**src/rtl/mips_pkg.sv**
```systemverilog
// Shared definitions for the MIPS front end: instruction field positions,
// next-PC select encodings and the fetch FSM state type.
package mips_pkg;

   localparam int OP_W      = 6;
   localparam int FUNCT_W   = 6;
   localparam int OP_MSB    = 31;
   localparam int OP_LSB    = 26;
   localparam int FUNCT_MSB = 5;
   localparam int JIDX_MSB  = 25;
   localparam int IMM_MSB   = 15;

   localparam logic [1:0] PC_NEXT_SEQ = 2'b00;
   localparam logic [1:0] PC_NEXT_BR  = 2'b01;
   localparam logic [1:0] PC_NEXT_J   = 2'b10;

   typedef enum logic [1:0] {
      IDLE  = 2'b00,
      REQ   = 2'b01,
      VALID = 2'b10
   } fetch_state_e;

   // Sign-extended branch immediate, already scaled to a byte offset.
   function automatic logic [31:0] branch_offset(input logic [JIDX_MSB:0] ins);
      return {{14{ins[IMM_MSB]}}, ins[IMM_MSB:0], 2'b00};
   endfunction

endpackage

```
**src/rtl/instr_fetch_next_pc_calc.sv**
```systemverilog
// Combinational next-PC selection: sequential, PC-relative branch or
// pseudo-direct jump. Jump takes priority when both selects are set.
module next_pc_calc
   import mips_pkg::*;
(
   input  logic [31:0]       pc,
   input  logic [JIDX_MSB:0] instr,
   input  logic [1:0]        pc_next_c,
   output logic [31:0]       pc_plus4,
   output logic [31:0]       pc_next
);

   assign pc_plus4 = pc + 32'd4;

   // Select the address of the next instruction to fetch.
   always_comb begin
      pc_next = pc_plus4;
      case (pc_next_c)
         PC_NEXT_SEQ:      pc_next = pc_plus4;
         PC_NEXT_BR:       pc_next = pc_plus4 + branch_offset(instr);
         PC_NEXT_J, 2'b11: pc_next = {pc_plus4[31:28], instr[JIDX_MSB:0], 2'b00};
         default:          pc_next = pc_plus4;
      endcase
   end

endmodule

```
**src/rtl/instr_fetch.sv**
```systemverilog
// MIPS fetch stage: owns the PC, fetches over a req/ack handshake, holds the
// instruction until the datapath retires it, and counts retired instructions.
module instr_fetch
   import mips_pkg::*;
#(
   parameter logic [31:0] RESET_PC = 32'h0000_0000,
   parameter int          CNT_W    = 16
) (
   input  logic               clk,
   input  logic               rst_n,
   output logic               imem_req,
   output logic [31:0]        imem_addr,
   input  logic               imem_ack,
   input  logic [31:0]        imem_rdata,
   output logic [31:0]        instr,
   output logic [OP_W-1:0]    op_c,
   output logic [FUNCT_W-1:0] funct,
   output logic               instr_valid,
   input  logic               instr_ready,
   input  logic [1:0]         pc_next_c,
   output logic [31:0]        pc,
   output logic [31:0]        pc_plus4,
   output logic [CNT_W-1:0]   retired_cnt
);

   localparam logic [31:0] RESET_PC_ALIGNED = {RESET_PC[31:2], 2'b00};

   fetch_state_e     state_r;
   logic [31:0]      pc_r;
   logic [31:0]      instr_r;
   logic             req_r;
   logic             valid_r;
   logic [CNT_W-1:0] cnt_r;
   logic [31:0]      pc_plus4_s;
   logic [31:0]      pc_next_s;

   next_pc_calc u_next_pc_calc (
      .pc        (pc_r),
      .instr     (instr_r[JIDX_MSB:0]),
      .pc_next_c (pc_next_c),
      .pc_plus4  (pc_plus4_s),
      .pc_next   (pc_next_s)
   );

   // Fetch FSM; req/valid are registered alongside the state they mirror.
   always_ff @(posedge clk or negedge rst_n) begin
      if (!rst_n) begin
         state_r <= IDLE;
         pc_r    <= RESET_PC_ALIGNED;
         instr_r <= 32'h0000_0000;
         req_r   <= 1'b0;
         valid_r <= 1'b0;
         cnt_r   <= '0;
      end else begin
         case (state_r)
            IDLE: begin
               state_r <= REQ;
               req_r   <= 1'b1;
            end
            REQ: begin
               if (imem_ack) begin
                  instr_r <= imem_rdata;
                  state_r <= VALID;
                  req_r   <= 1'b0;
                  valid_r <= 1'b1;
               end
            end
            VALID: begin
               // Acks seen here are protocol errors and never touch instr_r.
               if (instr_ready) begin
                  pc_r    <= pc_next_s;
                  cnt_r   <= cnt_r + CNT_W'(1);
                  state_r <= REQ;
                  req_r   <= 1'b1;
                  valid_r <= 1'b0;
               end
            end
            default: begin
               state_r <= IDLE;
               req_r   <= 1'b0;
               valid_r <= 1'b0;
            end
         endcase
      end
   end

   assign imem_req    = req_r;
   assign imem_addr   = pc_r;
   assign instr       = instr_r;
   assign op_c        = instr_r[OP_MSB:OP_LSB];
   assign funct       = instr_r[FUNCT_MSB:0];
   assign instr_valid = valid_r;
   assign pc          = pc_r;
   assign pc_plus4    = pc_plus4_s;
   assign retired_cnt = cnt_r;

endmodule
```
**config.mk**
```make
export PLATFORM = sky130hd
export DESIGN_NAME = instr_fetch
export DESIGN_NICKNAME = d
export VERILOG_FILES = /design/src/rtl/mips_pkg.sv /design/src/rtl/instr_fetch_next_pc_calc.sv /design/src/rtl/instr_fetch.sv
export SDC_FILE = /design/constraint.sdc
export NUM_CORES = 1
export LEC_CHECK = 0
export ABC_AREA = 1
export ABC_CLOCK_PERIOD_IN_PS = 2900
export BUFFER_PORTS_ARGS = -buffer_cell sky130_fd_sc_hd__buf_4
export CAP_MARGIN = 30
export CORE_UTILIZATION = 35
export DETAILED_ROUTE_END_ITERATION = 6
export GPL_TIMING_DRIVEN = 0
export HOLD_SLACK_MARGIN = 0.03
export PLACE_DENSITY = 0.56
export SKIP_LAST_GASP = 1
export SLEW_MARGIN = 10
export SYNTH_ARGS = -nofsm -noshare
export SYNTH_HDL_FRONTEND = slang
export SYNTH_HIERARCHICAL = 1
export SYNTH_SLANG_ARGS = --single-unit
```
**constraint.sdc**
```tcl
create_clock -name clk -period 2.9 [get_ports clk]
set_input_delay 0.435 -clock clk [delete_from_list [all_inputs] [get_ports clk]]
set_output_delay 0.435 -clock clk [all_outputs]
set_load 0.02 [all_outputs]
```
======== Yosys cells after proc, flatten, opt, wreduce, memory -nomap -nowiden ========
Cells that the tools add are included.
cells by class
  $add $sub $neg .......................... 3
  bitwise logic cells ..................... 1
  equality and inequality tests ........... 7
  muxes and demuxes ....................... 10
  reduce and logical (&&, ||, !) cells .... 7
operators with widths
  operator                                                                number
  32-bit case mux with 3 select lines                                     1
  32-bit by 3-bit adder with 32-bit output (second input constant)        1
  32-bit adder                                                            1
  16-bit by 1-bit adder with 16-bit output (second input constant)        1
  2-bit equality test (second input constant)                             3
  1-bit case mux with 3 select lines                                      2
  2-bit case mux with 3 select lines                                      1
  2-bit AND reduction                                                     3
  2-bit by 1-bit equality test with 1-bit output (second input constant)  2
  2-bit logical NOT                                                       2
  1-bit 2-to-1 mux                                                        4
  2-bit 2-to-1 mux                                                        2
  2-bit != test (second input constant)                                   2
  3-bit AND reduction                                                     1
  2-bit OR reduction                                                      1
  1-bit NOT                                                               1
storage, ports and cells
  bits in registers ....................... 84
  output and inout bits ................... 158
  word-level logic and storage cells ...... 34
  input port bits ......................... 38

======== Logic depth before layout (Yosys ltp) ========
  depth in word-level cells ............... 3
  mapped depth ............................ 24
  mapped depth without buffers ............ 24

======== Hierarchy ========
The synthesis kept the hierarchy.
modules (own cells, without submodules)
  module        cells each  area each (µm²)  sequential area each (µm²)  instances
  instr_fetch   360         3794.9           2077.0                      1
  next_pc_calc  749         3651.0           0.0                         1

======== Least setup slack after synthesis ========
OpenSTA, ideal clock, no wires.
  kind .................................... register to register
  from .................................... register pc_r[3], in the netlist imem_addr[3]
  to ...................................... register pc_r[31], in the netlist imem_addr[31]
  stages on the path, launching flop included .. 21
  arrival time ............................ 2.871 ns
  path buffers ............................ 0
  setup slack ............................. -0.088 ns
  library setup time ...................... 0.117 ns
  clock period less this slack ............ 2.988 ns
  data required time ...................... 2.783 ns
  cell sequence ........................... dfrtp_1 ha_1 nand2_1 nor2_2 inv_1 nor3_1 nand2_1 nand2_1 inv_1 ha_1 inv_1 nor3_1 nand2_1 nor2_1 nand2_1 nand2_1 nand2_1 nand3_1 nand2_1 nand2_1 nand2_1
between the ends
  longest elaborated chain between the ends .. 3
RTL lines
  item                                      RTL line                        text
  from (decl)                               instr_fetch.sv:29               logic [31:0] pc_r;
  from (signal assigned)                    instr_fetch.sv:71               pc_r <= pc_next_s;
  32-bit by 3-bit adder with 32-bit output  instr_fetch_next_pc_calc.sv:13  assign pc_plus4 = pc + 32'd4;
  net pc_plus4[22]                          instr_fetch.sv:22               output logic [31:0] pc_plus4,
  32-bit adder                              instr_fetch_next_pc_calc.sv:20  PC_NEXT_BR: pc_next = pc_plus4 + branch_offset(instr);
  32-bit case mux with 3 select lines       instr_fetch_next_pc_calc.sv:18  case (pc_next_c)
  net pc_next_s[31]                         instr_fetch.sv:35               logic [31:0] pc_next_s;
The timed path passes the listed nets, and every way through them passes these cells.
A chain may end at the register's enable or synchronous reset.

======== Worst setup path after layout ========
  from .................................... register pc_r[3], in the netlist imem_addr[3]
  to ...................................... register pc_r[29], in the netlist imem_addr[29]
between the ends
  longest elaborated chain between the ends .. 3
RTL lines
  item                                          RTL line
  32-bit by 3-bit adder with 32-bit output (*)  instr_fetch_next_pc_calc.sv:13
  32-bit adder                                  instr_fetch_next_pc_calc.sv:20
  32-bit case mux with 3 select lines (*)       instr_fetch_next_pc_calc.sv:18
  net pc_next_s[29]                             instr_fetch.sv:35
The timed path passes the listed nets; every way through them passes the cells marked *.

==> run summary <==
filler instances -> 2083
DRT iter0 DRCs -> 463
cell taking the most area after synthesis -> dfrtp_1
Root Buffer Master -> clkbuf_16
Worst Setup End Kind -> flip-flop
clk_lat worst skew -> 360 ps
Synth Area in XOR/XNOR -> 3.478%
Final Hold Vio Count -> 0
Max-slew headroom -> 48.16%
CTS H-tree lvls -> 3
outcome -> completed
Routed Wire Length -> 27530 µm
gpl congestion -> 0.9517
initial antenna violation count -> 0
Final period util -> 99.76%
crit path DAT -> 3140 ps
reg2reg path depth -> 22
Avg Cell Area, Syn -> 6.714 µm²
maximum clock rate -> 0.3457 GHz
# diodes -> 0
Critical Path RT -> 3150 ps
Die Ht -> 147.9 µm
IO buf count -> 195
Top Usage Layer GRT -> met2
largest family of logic cells by synthesized area -> simple AND/OR/NAND/NOR gates
CTS tree -> yes
CTS sink cnt -> 83
Non-Filler Instances -> 1658
first-pass GRT wire length -> 41230 µm
Area Overhead vs Synth -> 49.15%
final hold slack -> 271.5 ps
DRC -> 0
core box area -> 20560 µm²
switch share -> 51.57%
Unique masters post-synth -> 42
Post-synth EDFFs -> 0
post-synthesis compound-gate area fraction -> 5.512%
Cells after Synth -> 1109
Cell Area, Synth -> 7446 µm²
DR WL/cell -> 16.60 µm
# rows -> 52
top cell type's share of synthesized area -> 27.89%
VDD IR-drop max -> 0.6634 mV
PD cells -> 1309 nW/µm²
clk buf depth -> 2
P_sw -> 7497 µW
Comb pwr share -> 75.4%
fraction of the mapped netlist area in adder cells -> 6.318%
Yosys warning total -> 6
GR Layer Usage met3 -> 5.278%
grt ovf -> 0
clk slew on worst S/H paths -> 70 ps
layout cells sized above 1 -> 42.87%
total track usage -> 24.90%
multiplexer share of the synthesized area -> 6.251%
Clk pwr share -> 8.4%
ys flop type -> dfrtp_1
final net count -> 1459
CP startpoint kind -> flip-flop
RSZ-0062 raised after global routing -> true
worst slack, placed -> -534.2 ps
most frequent cells after synthesis -> 427 x nand2_1, 136 x inv_1, 83 x dfrtp_1
Min-Delay Path Class -> in2reg
final setup fails -> 0
most common cell in the netlist -> nand2_1
Max Slew Vio Count -> 0
GR Layer Usage met1 -> 33.35%
TritonRoute pass-1 iters -> 5
Hold Crit Depth -> 2
#FFs+latches synth -> 83
Core Util, Final -> 54.02%
Setup Skew -> 7.772 ps
TNS Setup -> 0 ps
Placed Cells -> 1575
Seq/Total Area, Yosys -> 27.89%
min Tclk post-route -> 2893 ps
final worst slack -> 6.962 ps
routing usage on met2 -> 39.83%
Pleak -> 0.005835 µW
Synth Area in Simple Gates -> 37.29%
Synth Net Count -> 1184
DIE WIDTH -> 147.9 µm
Post-DP HPWL -> 20930 µm
internal power -> 7040 µW
IO Count -> 196
Flop pwr share -> 16.2%
Worst-Margin Slew -> 777.6 ps
DIE AREA -> 21860 µm²
initial core utilization -> 36.22%
Vias -> 8122
ranking of synthesized cells by area -> dfrtp_1 28%, nand2_1 22%, inv_1 6.9%
CP max FO -> 4
largest net degree at the start of global routing -> 59
vias in the first global route -> 7443
Async SR Flop Fraction -> 100.0%
post-route antenna net violation count -> 0
Via density -> 4.899
critical path type -> reg2reg
CTS Buf Count -> 9
number of max-cap violations -> 0
==> power by group through the flow <==
stage / Combinational, µW / Clock (µW) / Sequential [µW]
finish: 11000 / 1220 / 2360
global route: 11800 / 1300 / 2450
CTS: 9250 / 1250 / 2440
detailed placement: 8490 / 0 / 2470
global placement: 8450 / 0 / 2470
floorplan: 5120 / 0 / 2780
==> layout make-up <==
cell class / count / area, µm² / area share [%]
Clock buffer: 9 / 225.2 / 2.028
Clock inverter: 6 / 72.57 / 0.6534
Multi-Input combinational cell: 821 / 5321 / 47.92
Timing Repair Buffer: 264 / 2041 / 18.38
Inverter: 142 / 545.5 / 4.912
Sequential cell: 83 / 2110 / 18.99
Buffer: 63 / 452.9 / 4.078
Tap cell: 270 / 337.8 / 3.042
==> repair_timing <==
action	4_1_cts	5_1_grt
endpoints found under the setup margin	23	23
pin swaps	7	61
hold buffers	1	0
hold endpoints to repair	25	0
resized for setup	84	140
buffers inserted	18	48
==> stage by stage <==
stage / cell area, µm² / power (µW)
finish: 11110 / 14540
global route: 11110 / 15560
CTS: 10090 / 12940
detailed placement: 9285 / 10970
global placement: 9258 / 10920
floorplan: 7456 / 7894
==> sequential cells by signal, summed over array words and instances, names as in the netlist <==
signal	cells
imem_addr	32
retired_cnt	16
state_r	2
instr_valid	1
instr	32
==> layout by cell type, fill, tap and decap left out, drive strengths merged, types with 2 or more instances in the layout <==
cell type / Yosys / routed
or2: 6 / 6
clkinv: 2 / 2
and2: 2 / 2
ha: 36 / 36
xor2: 19 / 19
clkinvlp: 0 / 3
nand4: 13 / 13
dfrtp: 83 / 83
o21bai: 7 / 7
inv: 140 / 142
a21oi: 38 / 38
nand3: 86 / 86
nand3b: 2 / 2
mux2: 32 / 32
xnor2: 8 / 8
nor2: 89 / 89
nand2: 431 / 431
o21ai: 21 / 21
nor3: 22 / 22
clkbuf: 5 / 14
buf: 58 / 321
a21o: 2 / 2
==> cell families after synthesis <==
group | Yosys count
AO/OA/AOI/OAI | 74
XOR/XNOR | 27
adder cells (fa/ha/maj) | 37
buffers and inverters | 205
flip-flops | 83
multiplexers | 32
AND/OR/NAND/NOR | 651
==> path summary, 6_finish.rpt <==
check                                endpoint  slack (ps)    startpoint
max in group asynchronous       imem_addr[22]        1690         rst_n
min in group asynchronous           instr[31]         550         rst_n
worst max-delay path            imem_addr[29]           7  imem_addr[3]
worst min register to register    instr_valid         500   instr_valid
worst max register to register  imem_addr[29]           7  imem_addr[3]
worst min-delay path               state_r[0]         270      imem_ack
==> layer usage <==
layer | wire length (µm) | share of wire, % | up-vias
li1 | - | - | 4003
met1 | 12160 | 44 | 3785
met2 | 12610 | 46 | 290
met3 | 2013 | 7.3 | 44
met4 | 742 | 2.7 | 0
met5 | 0 | 0 | -
==> worst max-delay path, cell delays in order, from the launching register on <==
cell     delay, ps
dfrtp_2        400
buf_6          120
nand3_4        100
nor2_4         160
nand2_4         90
inv_4           70
nand3_4        130
nor2_4         180
nand2_2         70
nand2_2         60
inv_2           60
ha_4           320
nand2_4         80
nor2_4         170
nand2_2        100
nor3_2         180
nand2_2        120
nand2_1         80
nand2_1         60
nand3_2         70
nand2_2         60
nand2_1         60
nand2_1         50
(Power assumes the default switching activity.)
